### src/rtl/sram_controller_if.sv
// ---------------------------------------------------------------------------
// sram_controller_if : MEM-stage data port plus 16-bit async SRAM bus
// Revision 1.0
// ---------------------------------------------------------------------------
`default_nettype none

interface sram_controller_if;
  logic        rd_en;
  logic        wr_en;
  logic [31:0] address;
  logic [31:0] write_data;
  logic [31:0] read_data;
  logic        ready;
  logic [17:0] sram_addr;
  logic [15:0] sram_dq_out;
  logic [15:0] sram_dq_in;
  logic        sram_dq_oe;
  logic        sram_we_n;

  modport slave (
    input  rd_en, wr_en, address, write_data, sram_dq_in,
    output read_data, ready, sram_addr, sram_dq_out, sram_dq_oe, sram_we_n
  );

  modport master (
    output rd_en, wr_en, address, write_data, sram_dq_in,
    input  read_data, ready, sram_addr, sram_dq_out, sram_dq_oe, sram_we_n
  );
endinterface

`default_nettype wire

### src/rtl/sram_controller.sv
// ---------------------------------------------------------------------------
// sram_controller : 32-bit MEM-stage access split into two 16-bit SRAM phases
// Revision 1.0
// ---------------------------------------------------------------------------
`default_nettype none

module sram_controller #(
  parameter int PHASE_CYCLES = 2,
  parameter int MEM_BASE     = 1024
) (
  input  logic                clk,
  input  logic                rst,
  sram_controller_if.slave    bus
);

  localparam int                 c_CNT_W = (PHASE_CYCLES > 2) ? $clog2(PHASE_CYCLES) : 1;
  localparam logic [c_CNT_W-1:0] c_LAST  = c_CNT_W'(PHASE_CYCLES - 1);
  localparam logic [c_CNT_W-1:0] c_ONE   = c_CNT_W'(1);

  typedef enum logic [1:0] {
    ST_IDLE = 2'd0,
    ST_LO   = 2'd1,
    ST_HI   = 2'd2,
    ST_DONE = 2'd3
  } state_e;

  state_e               state_q, state_d;
  logic [c_CNT_W-1:0]   cnt_q, cnt_d;
  logic                 is_wr_q, is_wr_d;
  logic [31:0]          read_data_q, read_data_d;
  logic [17:0]          addr_q, addr_d;
  logic [15:0]          dq_out_q, dq_out_d;

  logic                 w_req;
  logic                 w_last;
  logic                 w_ready;
  logic                 w_we_n;
  logic                 w_oe;
  logic [31:0]          w_off;
  logic                 w_unused_off;

  assign w_req        = bus.rd_en | bus.wr_en;
  assign w_last       = (cnt_q == c_LAST);
  assign w_off        = bus.address - 32'(MEM_BASE);
  assign w_unused_off = ^{w_off[31:19], w_off[1:0]};

  always_ff @(posedge clk) begin
    if (rst) begin
      state_q     <= ST_IDLE;
      cnt_q       <= '0;
      is_wr_q     <= 1'b0;
      read_data_q <= '0;
      addr_q      <= '0;
      dq_out_q    <= '0;
    end else begin
      state_q     <= state_d;
      cnt_q       <= cnt_d;
      is_wr_q     <= is_wr_d;
      read_data_q <= read_data_d;
      addr_q      <= addr_d;
      dq_out_q    <= dq_out_d;
    end
  end

  always_comb begin
    state_d     = state_q;
    cnt_d       = cnt_q;
    is_wr_d     = is_wr_q;
    read_data_d = read_data_q;
    addr_d      = addr_q;
    dq_out_d    = dq_out_q;
    w_ready     = 1'b0;
    w_we_n      = 1'b1;
    w_oe        = 1'b0;

    case (state_q)
      ST_IDLE: begin
        w_ready = ~w_req;
        if (w_req) begin
          state_d = ST_LO;
          cnt_d   = '0;
          is_wr_d = bus.wr_en;
          addr_d  = {w_off[18:2], 1'b0};
          if (bus.wr_en) dq_out_d = bus.write_data[15:0];
        end
      end
      ST_LO, ST_HI: begin
        // Strobe released on the final cycle of each phase to give address/data hold.
        w_oe   = is_wr_q;
        w_we_n = ~(is_wr_q & ~w_last);
        if (w_last) begin
          cnt_d = '0;
          if (state_q == ST_LO) begin
            state_d   = ST_HI;
            addr_d[0] = 1'b1;
            if (is_wr_q) dq_out_d = bus.write_data[31:16];
            else         read_data_d[15:0] = bus.sram_dq_in;
          end else begin
            state_d   = ST_DONE;
            addr_d[0] = 1'b0;
            if (!is_wr_q) read_data_d[31:16] = bus.sram_dq_in;
          end
        end else begin
          cnt_d = cnt_q + c_ONE;
        end
      end
      ST_DONE: begin
        w_ready = 1'b1;
        state_d = ST_IDLE;
      end
      default: state_d = ST_IDLE;
    endcase
  end

  assign bus.ready       = w_ready;
  assign bus.read_data   = read_data_q;
  assign bus.sram_addr   = addr_q;
  assign bus.sram_dq_out = dq_out_q;
  assign bus.sram_dq_oe  = w_oe;
  assign bus.sram_we_n   = w_we_n;

endmodule

`default_nettype wire

### src/flat_wrapper.sv
// flat-port wrapper written by rule: the top's interface ports become plain ports
module sram_controller_flat 
#(
  parameter int PHASE_CYCLES = 2,
  parameter int MEM_BASE     = 1024
)
  (clk, rst, bus_rd_en, bus_wr_en, bus_address, bus_write_data, bus_sram_dq_in, bus_read_data, bus_ready, bus_sram_addr, bus_sram_dq_out, bus_sram_dq_oe, bus_sram_we_n);
  sram_controller_if bus_i ();
  input  logic clk;
  input  logic rst;
  input wire logic [$bits(bus_i.rd_en)-1:0] bus_rd_en;
  input wire logic [$bits(bus_i.wr_en)-1:0] bus_wr_en;
  input wire logic [$bits(bus_i.address)-1:0] bus_address;
  input wire logic [$bits(bus_i.write_data)-1:0] bus_write_data;
  input wire logic [$bits(bus_i.sram_dq_in)-1:0] bus_sram_dq_in;
  output wire logic [$bits(bus_i.read_data)-1:0] bus_read_data;
  output wire logic [$bits(bus_i.ready)-1:0] bus_ready;
  output wire logic [$bits(bus_i.sram_addr)-1:0] bus_sram_addr;
  output wire logic [$bits(bus_i.sram_dq_out)-1:0] bus_sram_dq_out;
  output wire logic [$bits(bus_i.sram_dq_oe)-1:0] bus_sram_dq_oe;
  output wire logic [$bits(bus_i.sram_we_n)-1:0] bus_sram_we_n;
  assign bus_i.rd_en = bus_rd_en;
  assign bus_i.wr_en = bus_wr_en;
  assign bus_i.address = bus_address;
  assign bus_i.write_data = bus_write_data;
  assign bus_i.sram_dq_in = bus_sram_dq_in;
  assign bus_read_data = bus_i.read_data;
  assign bus_ready = bus_i.ready;
  assign bus_sram_addr = bus_i.sram_addr;
  assign bus_sram_dq_out = bus_i.sram_dq_out;
  assign bus_sram_dq_oe = bus_i.sram_dq_oe;
  assign bus_sram_we_n = bus_i.sram_we_n;
  sram_controller #(.PHASE_CYCLES(PHASE_CYCLES), .MEM_BASE(MEM_BASE)) u_core (.clk(clk), .rst(rst), .bus(bus_i));
endmodule
### config.mk
export PLATFORM = sky130hd
export DESIGN_NAME = sram_controller_flat
export DESIGN_NICKNAME = d
export VERILOG_FILES = /design/src/rtl/sram_controller_if.sv /design/src/rtl/sram_controller.sv /design/src/flat_wrapper.sv
export SDC_FILE = /design/constraint.sdc
export NUM_CORES = 1
export LEC_CHECK = 0
export BUFFER_PORTS_ARGS = -buffer_cell sky130_fd_sc_hd__clkbuf_2
export CORE_MARGIN = 4
export CORE_UTILIZATION = 49
export CTS_CLUSTER_SIZE = 16
export DETAILED_ROUTE_END_ITERATION = 6
export GPL_ROUTABILITY_DRIVEN = 0
export PLACE_DENSITY_LB_ADDON = 0.2
export SLEW_MARGIN = 15
export SYNTH_ARGS = -nofsm -noshare
export SYNTH_HDL_FRONTEND = slang
export SYNTH_SLANG_ARGS = --single-unit
### constraint.sdc
create_clock -name clk -period 3.15 [get_ports clk]
set_clock_uncertainty 0.1 [all_clocks]
set_input_delay 0 -clock clk [delete_from_list [all_inputs] [get_ports clk]]
set_output_delay 0 -clock clk [all_outputs]
set_load 0.02 [all_outputs]
Word-level counts from Yosys, hierarchy flattened
Cells that the tools add are included.
{ "word_totals": {"register_bits": 70, "out_inout_bits": 69, "elab_cells": 55} }
{ "classes": {"n_addsub": 2, "eq_ne": 8, "muxes": 20, "n_bitwise": 7, "reduce_logical": 10} }
{ "op_table": {"columns": ["operator", "count"], "rows": [
  ["16-bit two-way mux", 5],
  ["16-bit one-hot mux with 2 select lines", 1],
  ["19-bit by 11-bit subtractor with 19-bit output (second input constant)", 1],
  ["1-bit two-way mux", 8],
  ["2-bit by 1-bit inequality test with 1-bit output (second input constant)", 4],
  ["4-bit AND reduction", 2],
  ["1-bit one-hot mux with 2 select lines", 3],
  ["2-bit one-hot mux with 3 select lines", 1],
  ["2-bit AND reduction", 3],
  ["6-bit AND reduction", 1],
  ["1-bit inverter", 5],
  ["2-bit == test (second input constant)", 2],
  ["2-bit two-way mux", 2],
  ["3-bit AND reduction", 1],
  ["2-bit by 1-bit == test with 1-bit output (second input constant)", 1],
  ["2-bit zero test", 1],
  ["2-bit inequality test (second input constant)", 1],
  ["2-bit nonzero test", 1],
  ["2-bit OR reduction", 1],
  ["1-bit adder (second input constant)", 1],
  ["1-bit bitwise AND", 1],
  ["1-bit bitwise OR", 1]
]} }

Longest topological paths before layout
{ "logic_depth": {"word_depth": 4, "depth_mapped": 9, "depth_no_buf": 6} }

Least setup slack after synthesis
No wires, ideal clock.
{ "synth_path": {"kind": "reg-to-reg", "start": "register u_core.state_q[0]", "end": "register u_core.dq_out_q[10], in the netlist u_core.bus.sram_dq_out[10]", "setup_time_ns": 0.140, "t_arrival_ns": 1.707, "required_ns": 2.910, "setup_slack_ns": 1.203, "path_stages_with_launch": 10, "n_path_buf": 3, "cell_sequence": "dfxtp_1 > inv_1 > ha_1 > buf_2 > nor2b_1 > nor2_2 > and2_1 > buf_6 > buf_6 > a211oi_2"} }
{ "synth_between": {"elab_chain_len": 4, "word_cells_on_any_way": 12, "cone_classes": "7 x eq/ne; 1 x mux; 4 x reduce/logical"} }
{ "synth_lines": {"columns": ["element", "line", "text"], "rows": [
  ["start, declared", "sram_controller.sv:27", "state_e state_q, state_d;"],
  ["start signal, assigned", "sram_controller.sv:56", "state_q <= state_d;"],
  ["2-bit == test or 2-bit by 1-bit == test with 1-bit output (tied branches)", "sram_controller.sv:76, sram_controller.sv:93", null],
  ["2-bit OR reduction", "sram_controller.sv:76", "case (state_q)"],
  ["2-bit by 1-bit inequality test with 1-bit output (no source line) or 2-bit nonzero test (tied branches)", null, null],
  ["6-bit AND reduction (no source line)", null, null],
  ["end signal, assigned", "sram_controller.sv:61", "dq_out_q <= dq_out_d;"],
  ["end, declared", "sram_controller.sv:32", "logic [15:0] dq_out_q, dq_out_d;"]
]} }
Several ways; a longest one is shown, not always the timed one.
A chain may end at the register's enable or synchronous reset.

Worst setup path in the final report
{ "layout_path": {"start": "register u_core.state_q[0]", "end": "register u_core.dq_out_q[2], in the netlist u_core.bus.sram_dq_out[2]"} }
The elaborated chain is that of the path after synthesis.

==> flow_summary.yaml <==
timing:
  period_needed_ns: 2.64
  setup_viol: 0
  fmax_mhz: 379
  grt_setup_unrepaired: "false"
  max_slew.worst_pin.slew_ns: 0.982
  setup_tns_ns: 0
  finalMaxSlewViolations: 0
  relSlewSlack: 0.345
  fin_crit_sh: 0.837
  hold_viol_final: 0
power_and_ir_drop:
  power.leakage_nw: 2.02
  vdd_ir_drop_max_mv: 0.634
  powerDensity_nw_per_um2: 680
  p_total_mw: 3.12
floorplan:
  ios: 153
  die_h_um: 85.7
  start_util: 0.502
  fp.dieW_um: 85.7
  core_area_sq_um: 5890
  dieArea_sq_um: 7340
  rows: 28
cts:
  clock_latency_ns: 0.33
  clockRootBuffer: "clkbuf_8"
  numCtsBuffers: 9
  cts.sinks: 70
  cts_tree: "yes"
  clkTransAtPathRegs_ns: 0.08
  postCtsSetupBuffers: 0
  hold_buffers: 73
  htreeDepth: 3
  clock_path_buffers: 2
  ctsResizeCount: 0
detailed_routing:
  drt-total-wl_um: 8760
  avgViaCountPerCell: 5.00
  wl_per_cell_um: 14.1
  drc: 0
  route.antenna.remaining_nets: 0
  dr.pass1.iters: 4
  drt_iter0_drc: 101
  vias: 3103
layout:
  final_common_cell: "clkbuf_2"
  drive_above_1_share: 0.319
  layout.nets: 631
  diodes: 0
  final_cell_mix: "137 x clkbuf_2, 84 x nand2_1, 73 x dlygate4sd3_1"
  final_area_sq_um: 4590
  syn2layout_area_growth_pct: 55.2
synthesis:
  yosys.area_share.simple: 0.176
  yosysUniqueCellTypes: 37
  synth_top_family_by_area: "compound AO/OA/AOI/OAI gates"
  synthCells: 340
  syn_nets: 430
  yosys.area.top_type: "dfxtp_1"
  ys_seq_elements: 70
  synth_area_sq_um: 2960
  synthXorXnorAreaFrac: 0.0148
  synth-compound-area-share: 0.197
  yosysWarnings: 0
  synth.top_cell.area_share: 0.474
  synth_adder_area_share: 0.0254
  seq_area_frac_synth: 0.474
  syn_avg_cell_area_sq_um: 8.70
  synth_mux_area_frac: 0.0677
  synthTopCellsByArea: "dfxtp_1 47%, nand2_1 11%, a21oi_1 9.8%"
global_route:
  antenna_found_initial: 0
  gr-total-overflow: 0
  grt_max_degree: 44
  grt_pass1_vias: 3051
  grt_pass1_wl_um: 14000
  grt_use_total: 0.238
setup_path:
  crit_arrival_ns: 2.76
  regToRegEndpoint: "u_core.bus.sram_dq_out[2]"
  path_class: "reg2reg"
  worstPathRequired_ns: 3.27
  timing.rr.start: "u_core.state_q[0]"
  r2r_slack_ns: 0.51
  r2r_cells: 6
  cp_max_fo: 14
  end_kind: "register"
  start_kind: "register"
  cp-startpoint: "u_core.state_q[0]"
flow_run:
  drv_cap: 0
hold_path:
  hp-start: "bus_address[2]"
  hp-class: "in2reg"
  whs_endpoint: "u_core.bus.sram_addr[1]"
  hold_depth: 4
run_status:
  status: "finished clean"
placement:
  dp_hpwl_um: 5360
  placed_cell_area_sq_um: 3650
  portBuffers: 137
==> routing by layer <==
metal,vias up,wire [um],global-route usage
met5,-,0,0
met2,104,4520,0.434
li1,1563,-,-
met4,0,204,0.102
met1,1417,3470,0.264
met3,19,568,0.0538
==> report_power, final <==
part           total, mW  switching, mW  internal, mW
clock network      0.742          0.350         0.391
logic               1.26          0.726         0.532
registers           1.12         0.0852          1.03
total               3.12           1.16          1.96
==> flip-flops by register name, summed over array words and instances, names as in the netlist <==
| register | count |
|---|---|
| u_core.is_wr_q | 1 |
| u_core.bus.sram_addr | 18 |
| u_core.state_q | 2 |
| u_core.bus.read_data | 32 |
| u_core.cnt_q | 1 |
| u_core.bus.sram_dq_out | 16 |
==> cells by family after synthesis <==
group                      Yosys count
DFF                                 70
AOI/OAI and AO/OA                   90
xor gates and xnor gates             5
buffers and inverters               29
adders and majority gates            6
muxes                               20
and+or+nand+nor                    120
==> per-stage QoR <==
stage	worst slack (ns)	utilization	hold WS, ns	cells
detailed placement	0.692	0.621	0.134	532
finish	0.513	0.780	0.341	621
global route	0.330	0.780	0.349	621
floorplan	1.20	-	-0.00418	340
CTS	0.582	0.780	0.330	621
global placement	0.724	0.621	0.124	532
==> worst max-delay path, cell delays in order (launching register included) <==
cell           delay, ns
dfxtp_1             0.42
inv_1               0.09
ha_1                0.61
buf_4               0.35
mux2i_1             0.10
dlygate4sd3_1       0.57
a211oi_1            0.30
==> cells in the mapped netlist <==
library cell and count:
a211oi_1 12, a211oi_2 11, a21oi_1 58, a21oi_2 1, a22oi_1 1, a311oi_1 2
and2_1 2, and3_1 1, and3b_1 1, buf_1 1, buf_2 7, buf_6 2
clkbuf_1 14, dfxtp_1 70, ha_1 6, inv_1 5, mux2i_1 20, nand2_1 84
nand2b_1 1, nand3_1 2, nand3b_1 1, nor2_1 17, nor2_2 1, nor2b_1 2
nor3_1 2, nor3b_1 1, nor3b_4 1, nor4_2 1, o21a_1 1, o21ai_0 2
o21ai_1 1, o31ai_1 1, or2_2 1, or3_1 1, or4_4 1, xnor2_1 3
xor2_1 2
==> worst max-delay path by stage <==
stage | endpoint | cells past startpoint
6_report | u_core.bus.sram_dq_out[2] | 6
5_1_grt | u_core.bus.sram_addr[12] | 6
4_1_cts | u_core.bus.sram_dq_out[5] | 6
3_5_place_dp | u_core.bus.sram_dq_out[2] | 6
3_3_place_gp | u_core.bus.sram_dq_out[15] | 6
2_1_floorplan | u_core.bus.sram_dq_out[10] | 9
==> layout make-up <==
cell class | instances | area [sq um]
multi-input combinational | 241 | 1420
clock inverter | 6 | 68.8
timing repair buffer | 214 | 1450
sequential | 70 | 1400
tap | 75 | 93.8
clock buffer | 10 | 138
inverter | 5 | 18.8
fill | 407 | 1300
Note: power is estimated with default switching activity, not from simulation.
